<file path="config.mk">
export PLATFORM = sky130hd
export DESIGN_NAME = mem_arbiter
export DESIGN_NICKNAME = d
export VERILOG_FILES = /design/src/rtl/mem_pkg.sv /design/src/rtl/mem_lane_align.sv /design/src/rtl/mem_arbiter.sv
export SDC_FILE = /design/constraint.sdc
export NUM_CORES = 1
export LEC_CHECK = 0
export BUFFER_PORTS_ARGS = -buffer_cell sky130_fd_sc_hd__buf_2
export CAP_MARGIN = 30
export CORE_MARGIN = 5
export CORE_UTILIZATION = 45
export CTS_BUF_LIST = sky130_fd_sc_hd__clkbuf_4 sky130_fd_sc_hd__clkbuf_8 sky130_fd_sc_hd__clkbuf_16
export DETAILED_ROUTE_END_ITERATION = 6
export GPL_TIMING_DRIVEN = 0
export PLACE_DENSITY = 0.8
export SLEW_MARGIN = 10
export SYNTH_ARGS = -nofsm -noshare
export SYNTH_HDL_FRONTEND = slang
export SYNTH_SLANG_ARGS = --single-unit
</file>
<file path="constraint.sdc">
create_clock -name clk -period 2.1 [get_ports clk]
set_clock_uncertainty 0.05 [all_clocks]
set_input_delay 0.21 -clock clk [delete_from_list [all_inputs] [get_ports clk]]
set_output_delay 0.21 -clock clk [all_outputs]
set_load 0.01 [all_outputs]
</file>
<file path="src/rtl/mem_pkg.sv">
// Shared types and constants for the fetch/load-store RAM arbiter.
// Holds the data width, the d_access encodings and the arbiter state enum.
package mem_pkg;

  localparam int WORD_WIDTH = 32;

  localparam logic [2:0] ACC_SB = 3'b000;
  localparam logic [2:0] ACC_SH = 3'b001;
  localparam logic [2:0] ACC_W  = 3'b010;
  localparam logic [2:0] ACC_UB = 3'b100;
  localparam logic [2:0] ACC_UH = 3'b101;

  typedef enum logic {IDLE, RMW} state_t;

endpackage

</file>
<file path="src/rtl/mem_lane_align.sv">
// Byte-lane steering for a 32-bit little-endian word: load extract/extend
// and sub-word store merge, shared by the load return and RMW write paths.
module mem_lane_align
  import mem_pkg::*;
(
  input  logic [WORD_WIDTH-1:0] rdata,
  input  logic [1:0]            offset,
  input  logic [2:0]            access,
  input  logic [15:0]           wdata_lo,
  output logic [WORD_WIDTH-1:0] load_data,
  output logic [WORD_WIDTH-1:0] merged
);

  logic        is_byte;
  logic [7:0]  byte_val;
  logic [15:0] half_val;

  assign is_byte  = ~access[0];
  assign byte_val = 8'(rdata >> {offset, 3'b000});
  assign half_val = 16'(rdata >> {offset[1], 4'b0000});

  always_comb begin
    load_data = rdata;
    case (access)
      ACC_SB:  load_data = {{(WORD_WIDTH-8){byte_val[7]}}, byte_val};
      ACC_UB:  load_data = {{(WORD_WIDTH-8){1'b0}}, byte_val};
      ACC_SH:  load_data = {{(WORD_WIDTH-16){half_val[15]}}, half_val};
      ACC_UH:  load_data = {{(WORD_WIDTH-16){1'b0}}, half_val};
      default: load_data = rdata;
    endcase
  end

  // Each lane either keeps the old RAM byte or takes the matching store byte.
  for (genvar gi = 0; gi < 4; gi++) begin : g_lane
    localparam logic [1:0] LANE = 2'(gi);
    logic       sel;
    logic [7:0] src;
    assign sel = is_byte ? (offset == LANE) : (offset[1] == LANE[1]);
    assign src = (is_byte || !LANE[0]) ? wdata_lo[7:0] : wdata_lo[15:8];
    assign merged[gi*8 +: 8] = sel ? src : rdata[gi*8 +: 8];
  end

endmodule

</file>
<file path="src/rtl/mem_arbiter.sv">
// Single-port RAM arbiter for instruction fetch and load/store, with load
// alignment and RMW sub-word stores. Define MEM_ARB_PERF_EN for perf_conflicts.
module mem_arbiter
  import mem_pkg::*;
#(
  parameter int ADDR_WIDTH   = 6,
  parameter int STARVE_LIMIT = 4
) (
  input  logic                  clk,
  input  logic                  rst_n,
  input  logic                  i_req,
  input  logic [WORD_WIDTH-1:0] i_addr,
  output logic                  i_gnt,
  output logic                  i_rvalid,
  output logic [WORD_WIDTH-1:0] i_rdata,
  input  logic                  d_req,
  input  logic                  d_we,
  input  logic [WORD_WIDTH-1:0] d_addr,
  input  logic [WORD_WIDTH-1:0] d_wdata,
  input  logic [2:0]            d_access,
  output logic                  d_gnt,
  output logic                  d_err,
  output logic                  d_rvalid,
  output logic [WORD_WIDTH-1:0] d_rdata,
  output logic                  mem_en,
  output logic                  mem_we,
  output logic [ADDR_WIDTH-3:0] mem_addr,
  output logic [WORD_WIDTH-1:0] mem_wdata,
  input  logic [WORD_WIDTH-1:0] mem_rdata
`ifdef MEM_ARB_PERF_EN
  ,
  output logic [31:0]           perf_conflicts
`endif
);

  localparam logic [3:0] STARVE_MAX = 4'(STARVE_LIMIT);

  state_t                state_reg, state_next;
  logic [3:0]            starve_cnt_reg;
  logic                  i_rvalid_reg, d_rvalid_reg;
  logic [WORD_WIDTH-1:0] i_hold_reg, d_hold_reg;
  logic [1:0]            lane_off_reg;
  logic [2:0]            lane_acc_reg;
  logic                  d_legal, starved, lane_capture, d_load_gnt;
  logic [WORD_WIDTH-1:0] load_data, merged_word;
  logic [ADDR_WIDTH-3:0] i_word, d_word;
  logic                  unused_addr_bits;

  assign i_word  = i_addr[ADDR_WIDTH-1:2];
  assign d_word  = d_addr[ADDR_WIDTH-1:2];
  assign starved = i_req && (starve_cnt_reg == STARVE_MAX);
  assign unused_addr_bits = ^{i_addr[WORD_WIDTH-1:ADDR_WIDTH], i_addr[1:0],
                              d_addr[WORD_WIDTH-1:ADDR_WIDTH]};

  always_comb begin
    case (d_access)
      ACC_SB, ACC_UB: d_legal = 1'b1;
      ACC_SH, ACC_UH: d_legal = ~d_addr[0];
      ACC_W:          d_legal = (d_addr[1:0] == 2'b00);
      default:        d_legal = 1'b0;
    endcase
  end

  always_comb begin
    state_next   = state_reg;
    i_gnt        = 1'b0;
    d_gnt        = 1'b0;
    d_err        = 1'b0;
    mem_en       = 1'b0;
    mem_we       = 1'b0;
    mem_addr     = '0;
    mem_wdata    = '0;
    lane_capture = 1'b0;
    d_load_gnt   = 1'b0;
    case (state_reg)
      IDLE: begin
        if (d_req && !starved) begin
          if (!d_legal) begin
            d_gnt = 1'b1;
            d_err = 1'b1;
          end else begin
            mem_en   = 1'b1;
            mem_addr = d_word;
            if (!d_we) begin
              d_gnt        = 1'b1;
              d_load_gnt   = 1'b1;
              lane_capture = 1'b1;
            end else if (d_access == ACC_W) begin
              mem_we    = 1'b1;
              mem_wdata = d_wdata;
              d_gnt     = 1'b1;
            end else begin
              // Sub-word store: read the target word now, merge next cycle.
              lane_capture = 1'b1;
              state_next   = RMW;
            end
          end
        end else if (i_req) begin
          i_gnt    = 1'b1;
          mem_en   = 1'b1;
          mem_addr = i_word;
        end
      end
      RMW: begin
        mem_en     = 1'b1;
        mem_we     = 1'b1;
        mem_addr   = d_word;
        mem_wdata  = merged_word;
        d_gnt      = 1'b1;
        state_next = IDLE;
      end
      default: state_next = IDLE;
    endcase
  end

  mem_lane_align u_align (
    .rdata     (mem_rdata),
    .offset    (lane_off_reg),
    .access    (lane_acc_reg),
    .wdata_lo  (d_wdata[15:0]),
    .load_data (load_data),
    .merged    (merged_word)
  );

  always_ff @(posedge clk or negedge rst_n) begin
    if (!rst_n) begin
      state_reg      <= IDLE;
      starve_cnt_reg <= '0;
      i_rvalid_reg   <= 1'b0;
      d_rvalid_reg   <= 1'b0;
      i_hold_reg     <= '0;
      d_hold_reg     <= '0;
      lane_off_reg   <= '0;
      lane_acc_reg   <= '0;
    end else begin
      state_reg    <= state_next;
      i_rvalid_reg <= i_gnt;
      d_rvalid_reg <= d_load_gnt;
      if (!i_req || i_gnt)
        starve_cnt_reg <= '0;
      else if (starve_cnt_reg != STARVE_MAX)
        starve_cnt_reg <= starve_cnt_reg + 4'd1;
      if (lane_capture) begin
        lane_off_reg <= d_addr[1:0];
        lane_acc_reg <= d_access;
      end
      if (i_rvalid_reg) i_hold_reg <= mem_rdata;
      if (d_rvalid_reg) d_hold_reg <= load_data;
    end
  end

  // Read data comes straight off the RAM in the valid cycle, then is held.
  assign i_rvalid = i_rvalid_reg;
  assign d_rvalid = d_rvalid_reg;
  assign i_rdata  = i_rvalid_reg ? mem_rdata : i_hold_reg;
  assign d_rdata  = d_rvalid_reg ? load_data : d_hold_reg;

`ifdef MEM_ARB_PERF_EN
  logic [31:0] perf_reg;
  always_ff @(posedge clk or negedge rst_n) begin
    if (!rst_n)
      perf_reg <= '0;
    else if (i_req && d_req && (perf_reg != 32'hFFFF_FFFF))
      perf_reg <= perf_reg + 32'd1;
  end
  assign perf_conflicts = perf_reg;
`endif

  a_rmw_hold: assert property (@(posedge clk) disable iff (!rst_n)
                               (state_reg == RMW) |-> d_req);

endmodule

</file>
======== After elaboration in Yosys (flattened, before gate mapping) ========
Index checks and enable logic that the tools add are counted.
word-level totals
  word-level logic and storage cells ...... 93
  output and inout bits ................... 107
  register bits ........................... 76
  input port bits ......................... 136
cells by class
  shift operators ......................... 2
  eq/ne operators ......................... 12
  add/subtract/negate cells ............... 1
  bitwise gates (word level) .............. 3
  multiplexer cells ....................... 55
  reductions and logical operators ........ 12
operators with widths
  operator                                             count
  two-way mux 32 bit                                   6
  case mux 32 bit (4 select lines)                     1
  case mux 32 bit (2 select lines)                     1
  two-way mux 8 bit                                    5
  >> shifter 32 x 5 -> 16 bit                          1
  >> shifter 32 x 5 -> 8 bit                           1
  two-way mux 1 bit                                    31
  two-way mux 4 bit                                    5
  equality test 3 bit, second input constant           4
  case mux 1 bit (2 select lines)                      4
  case mux 4 bit (2 select lines)                      1
  equality test 3 x 1 -> 1 bit, second input constant  2
  logical NOT 3 bit                                    2
  adder 4 x 1 -> 4 bit, second input constant          1
  equality test 2 bit, second input constant           2
  equality test 4 x 3 -> 1 bit, second input constant  1
  logical NOT 2 bit                                    2
  != test 4 x 3 -> 1 bit, second input constant        1
  OR reduction 2 bit                                   2
  equality test 3 x 2 -> 1 bit, second input constant  1
  inverter 1 bit                                       3
  case mux 1 bit (3 select lines)                      1
  equality test 2 x 1 -> 1 bit, second input constant  1
  logical AND 1 bit                                    2
  other kinds (3)                                      4

======== Logic depth before layout (Yosys ltp) ========
  depth after elaboration ................. 8
  mapped depth ............................ 7
  mapped depth without buffers ............ 6

======== Hierarchy ========
Synthesis repeated with hierarchy kept, for this count alone.
unflattened totals
  cells, all modules ...................... 516
  area, all modules ....................... 4996.0 sq um
modules (own cells, without submodules)
  module          area an instance (sq um)  cells an instance  instances
  mem_arbiter     3519.6                    306                1
  mem_lane_align  1476.4                    210                1

======== Least setup slack after synthesis ========
No wires, ideal clock.
  kind .................................... reg-to-output
  start point ............................. register starve_cnt_reg[0]
  end point ............................... output port mem_addr[0]
  buffers on the path ..................... 1
  cell stages (with the launch flop) ...... 8
  setup slack ............................. 0.276 ns
  data required time ...................... 1.840 ns
  arrival ................................. 1.564 ns
  cell sequence ........................... dfrtp_1 inv_1 ha_1 nand4b_1 nand2_1 and3b_1 buf_2 a22o_1
on the way
  word-level cells in the longest chain between the ends .. 6
RTL lines
  what                             RTL line            source
  start, declared                  mem_arbiter.sv:39   logic [3:0] starve_cnt_reg;
  start signal, assigned           mem_arbiter.sv:142  starve_cnt_reg <= starve_cnt_reg + 4'd1;
  equality test 4 x 3 -> 1 bit     mem_arbiter.sv:51   assign starved = i_req && (starve_cnt_reg == STARVE_MAX);
  logical AND 1 bit                mem_arbiter.sv:51
  logical NOT 1 bit                mem_arbiter.sv:77   if (d_req && !starved) begin
  logical AND 1 bit                mem_arbiter.sv:77
  two-way mux 4 bit                mem_arbiter.sv:77
  case mux 4 bit (2 select lines)  mem_arbiter.sv:75   case (state_reg)
  end, declared                    mem_arbiter.sv:27   output logic [ADDR_WIDTH-3:0] mem_addr,
Every way passes these cells.

======== Worst setup path in the final report ========
  start point ............................. register starve_cnt_reg[1]
  end point ............................... output port mem_wdata[15]
on the way
  word-level cells in the longest chain between the ends .. 6
RTL lines
  what                              RTL line           source
  equality test 4 x 3 -> 1 bit      mem_arbiter.sv:51
  logical AND 1 bit                 mem_arbiter.sv:51
  logical NOT 1 bit                 mem_arbiter.sv:77
  logical AND 1 bit                 mem_arbiter.sv:77
  two-way mux 32 bit                mem_arbiter.sv:77
  case mux 32 bit (2 select lines)  mem_arbiter.sv:75
  end, declared                     mem_arbiter.sv:28  output logic [WORD_WIDTH-1:0] mem_wdata,
Every way passes these cells.

==> out/qor.yml <==
setup_ws_ps: -235
cts.clk_slew.worst_paths_ps: 80
crit_path_end_kind: "output pin"
via_per_inst: 5.94
hold_violations: 0
cap_violations: 0
cp.buffers_inverters: 3
slew_headroom_pct: 65.3
detail_route.wl_per_cell_um: 22.8
run_status: "finished, violations left"
drc: 0
drt_iter0_markers: 440
start_kind: "flip-flop"
pwr-share-clk_pct: 19.7
postPlaceCellArea_mm2: 0.00557
rows: 36
violations: "setup timing"
tightestPinTransition_ps: 520
crit_slowest_cell: "dfrtp_1"
grt_setup_unrepaired: "yes"
final_area_mm2: 0.00708
worst_hold_path_type: "primary input to flip-flop"
rrSetupSlack_ps: 100
path_class: "flip-flop to output pin"
vias: 4922
root_buffer: "clkbuf_8"
synthCells: 444
final_cells: 829
multiInputGateArea_mm2: 0.00289
ys.flop_type: "dfrtp_1"
power_frac_seq_pct: 32.0
slew_violations: 0
wl_um: 18900
final_net_count: 829
insertion_delay_ps: 360
synth_nets: 582
whs_ps: 25.7
combPwrFrac_pct: 48.3
port-buffer-count: 188
clkSinkCount: 76
regArea_mm2: 0.00190
switchingPower_mw: 2.13
crit_required_ps: 1840
grt.overflow.total: 0
setup_viol: 50
cp_common_cell: "buf_6"
numCtsBuffers: 9
syn2layout_area_growth_pct: 59.6
core_area_mm2: 0.00968
crit_arrival_ps: 2070
crit_path_max_incr_delay_ps: 360
grtUsageTotal_pct: 30.1
grt_pass1_vias: 4864
routabilityCongestion: 0.948
synthArstFlopShare_pct: 100
synth_enable_flop_cells: 0
antenna_left: 0
drive_gt1_share_pct: 61.3
ys_warn_count: 0
cts_tree: "done"
peakVddDrop_mv: 0.353
yosysSeqAreaShare_pct: 42.9
fmaxAchievable_mhz: 428
final_common_cell: "buf_2"
synth_seq_cells: 76
die_area_mm2: 0.0119
dr.pass1.iters: 5
grt_pass1_wl_um: 26800
fillers: 667
place_ws_ps: -228
dp_cells: 766
die_w_um: 109
power_density_mw_per_mm2: 838
cp_top_family: "simple AND/OR/NAND/NOR gates"
antenna_found_initial: 0
p_int_mw: 3.80
io_pins: 243
sw_frac_of_total_pct: 35.9
ys_types: 60
cp_max_fo: 5
period_share_pct: 111
power.leakage_nw: 3.38
layout_common_cells: "160 x buf_2, 74 x dfrtp_1, 46 x buf_6, 44 x nand2_1, 44 x mux2_2"
grt_max_degree: 45
hpwlAfterDp_um: 12600
synth.avg_cell_area_um2: 9.99
htreeDepth: 3
cts_max_path_buffers: 2
path_cells: "inv_1, ha_2, nand4b_1, nand3b_1, nor3_4, buf_6, o2bb2ai_4, buf_6"
die_y_um: 109
initial_core_util_pct: 45.8
netlist_area_mm2: 0.00444
period_needed_ps: 2330
==> final timing paths <==
kind | start | end | depth (start not counted)
min in group asynchronous | rst_n | d_hold_reg[22] | 2
worst max register to register | lane_acc_reg[0] | d_hold_reg[3] | 9
worst max-delay path | starve_cnt_reg[1] | mem_wdata[15] | 8
max in group asynchronous | rst_n | i_hold_reg[4] | 3
worst min-delay path | d_we | d_rvalid | 2
worst min register to register | i_hold_reg[23] | i_hold_reg[23] | 1
==> metrics by stage <==
step                util [%]  TNS (ps)  power (mW)
global placement        57.2      -874        3.65
floorplan                  -         0        2.94
global route            73.1    -11890        6.18
detailed placement      57.5     -1390        3.70
finish                  73.1     -7730        5.93
CTS                     68.5     -6470        5.50
==> cell families after synthesis <==
family                   share of synthesized area [%]
AND/OR/NAND/NOR                                   14.9
adder cells (fa/ha/maj)                          0.564
XOR/XNOR                                         0.197
AO/OA/AOI/OAI                                     20.9
flip-flops                                        42.9
buffers and inverters                             4.85
multiplexers                                      15.7
==> power groups by stage <==
| stage | registers (mW) | logic [mW] | clock network, mW |
|---|---|---|---|
| 6_report | 1.90 | 2.86 | 1.17 |
| 5_1_grt | 1.92 | 3.03 | 1.23 |
| 4_1_cts | 1.88 | 2.45 | 1.17 |
| 3_5_place_dp | 1.90 | 1.79 | 0 |
| 3_3_place_gp | 1.90 | 1.75 | 0 |
| 2_1_floorplan | 1.87 | 1.07 | 0 |
==> cells in the mapped netlist (10+ instances only) <==
cell type | number | area [µm²]
a21oi_1 | 10 | 50.1
a22o_1 | 12 | 105
clkbuf_1 | 14 | 52.6
dfrtp_1 | 76 | 1900
inv_1 | 14 | 52.6
mux2_2 | 52 | 586
nand2_1 | 60 | 225
nand3b_1 | 10 | 75.1
nor2_1 | 27 | 101
nor2b_1 | 11 | 68.8
o21ai_0 | 35 | 175
o22ai_1 | 14 | 87.6
==> routing by layer <==
| metal | global-route usage [%] | wire (µm) | vias up | share of wire (%) |
|---|---|---|---|---|
| met2 | 46.2 | 8940 | 327 | 47 |
| li1 | - | - | 2102 | - |
| met1 | 39.0 | 7150 | 2423 | 38 |
| met5 | 0 | 0 | - | 0 |
| met3 | 6.81 | 1890 | 70 | 10 |
| met4 | 17.6 | 930 | 0 | 4.9 |
==> cell type report <==
| cell class | count | share of cell area (%) |
|---|---|---|
| Antenna cell | 1 | 0.0353 |
| Timing Repair Buffer | 240 | 23.2 |
| Clock inverter | 2 | 0.495 |
| Sequential cell | 76 | 26.9 |
| Clock buffer | 13 | 2.26 |
| Multi-Input combinational cell | 323 | 40.9 |
| Tap cell | 133 | 2.35 |
| Buffer | 26 | 3.11 |
| Inverter | 15 | 0.813 |
==> what timing repair did <==
action	4_1_cts	5_1_grt
gates cloned	3	1
endpoints found under the hold margin	32	0
gates resized for setup	128	79
pin swaps	35	26
setup endpoints to repair	102	104
buffers inserted	36	14
hold buffers	1	0
Power figures use the tool's default switching activity.
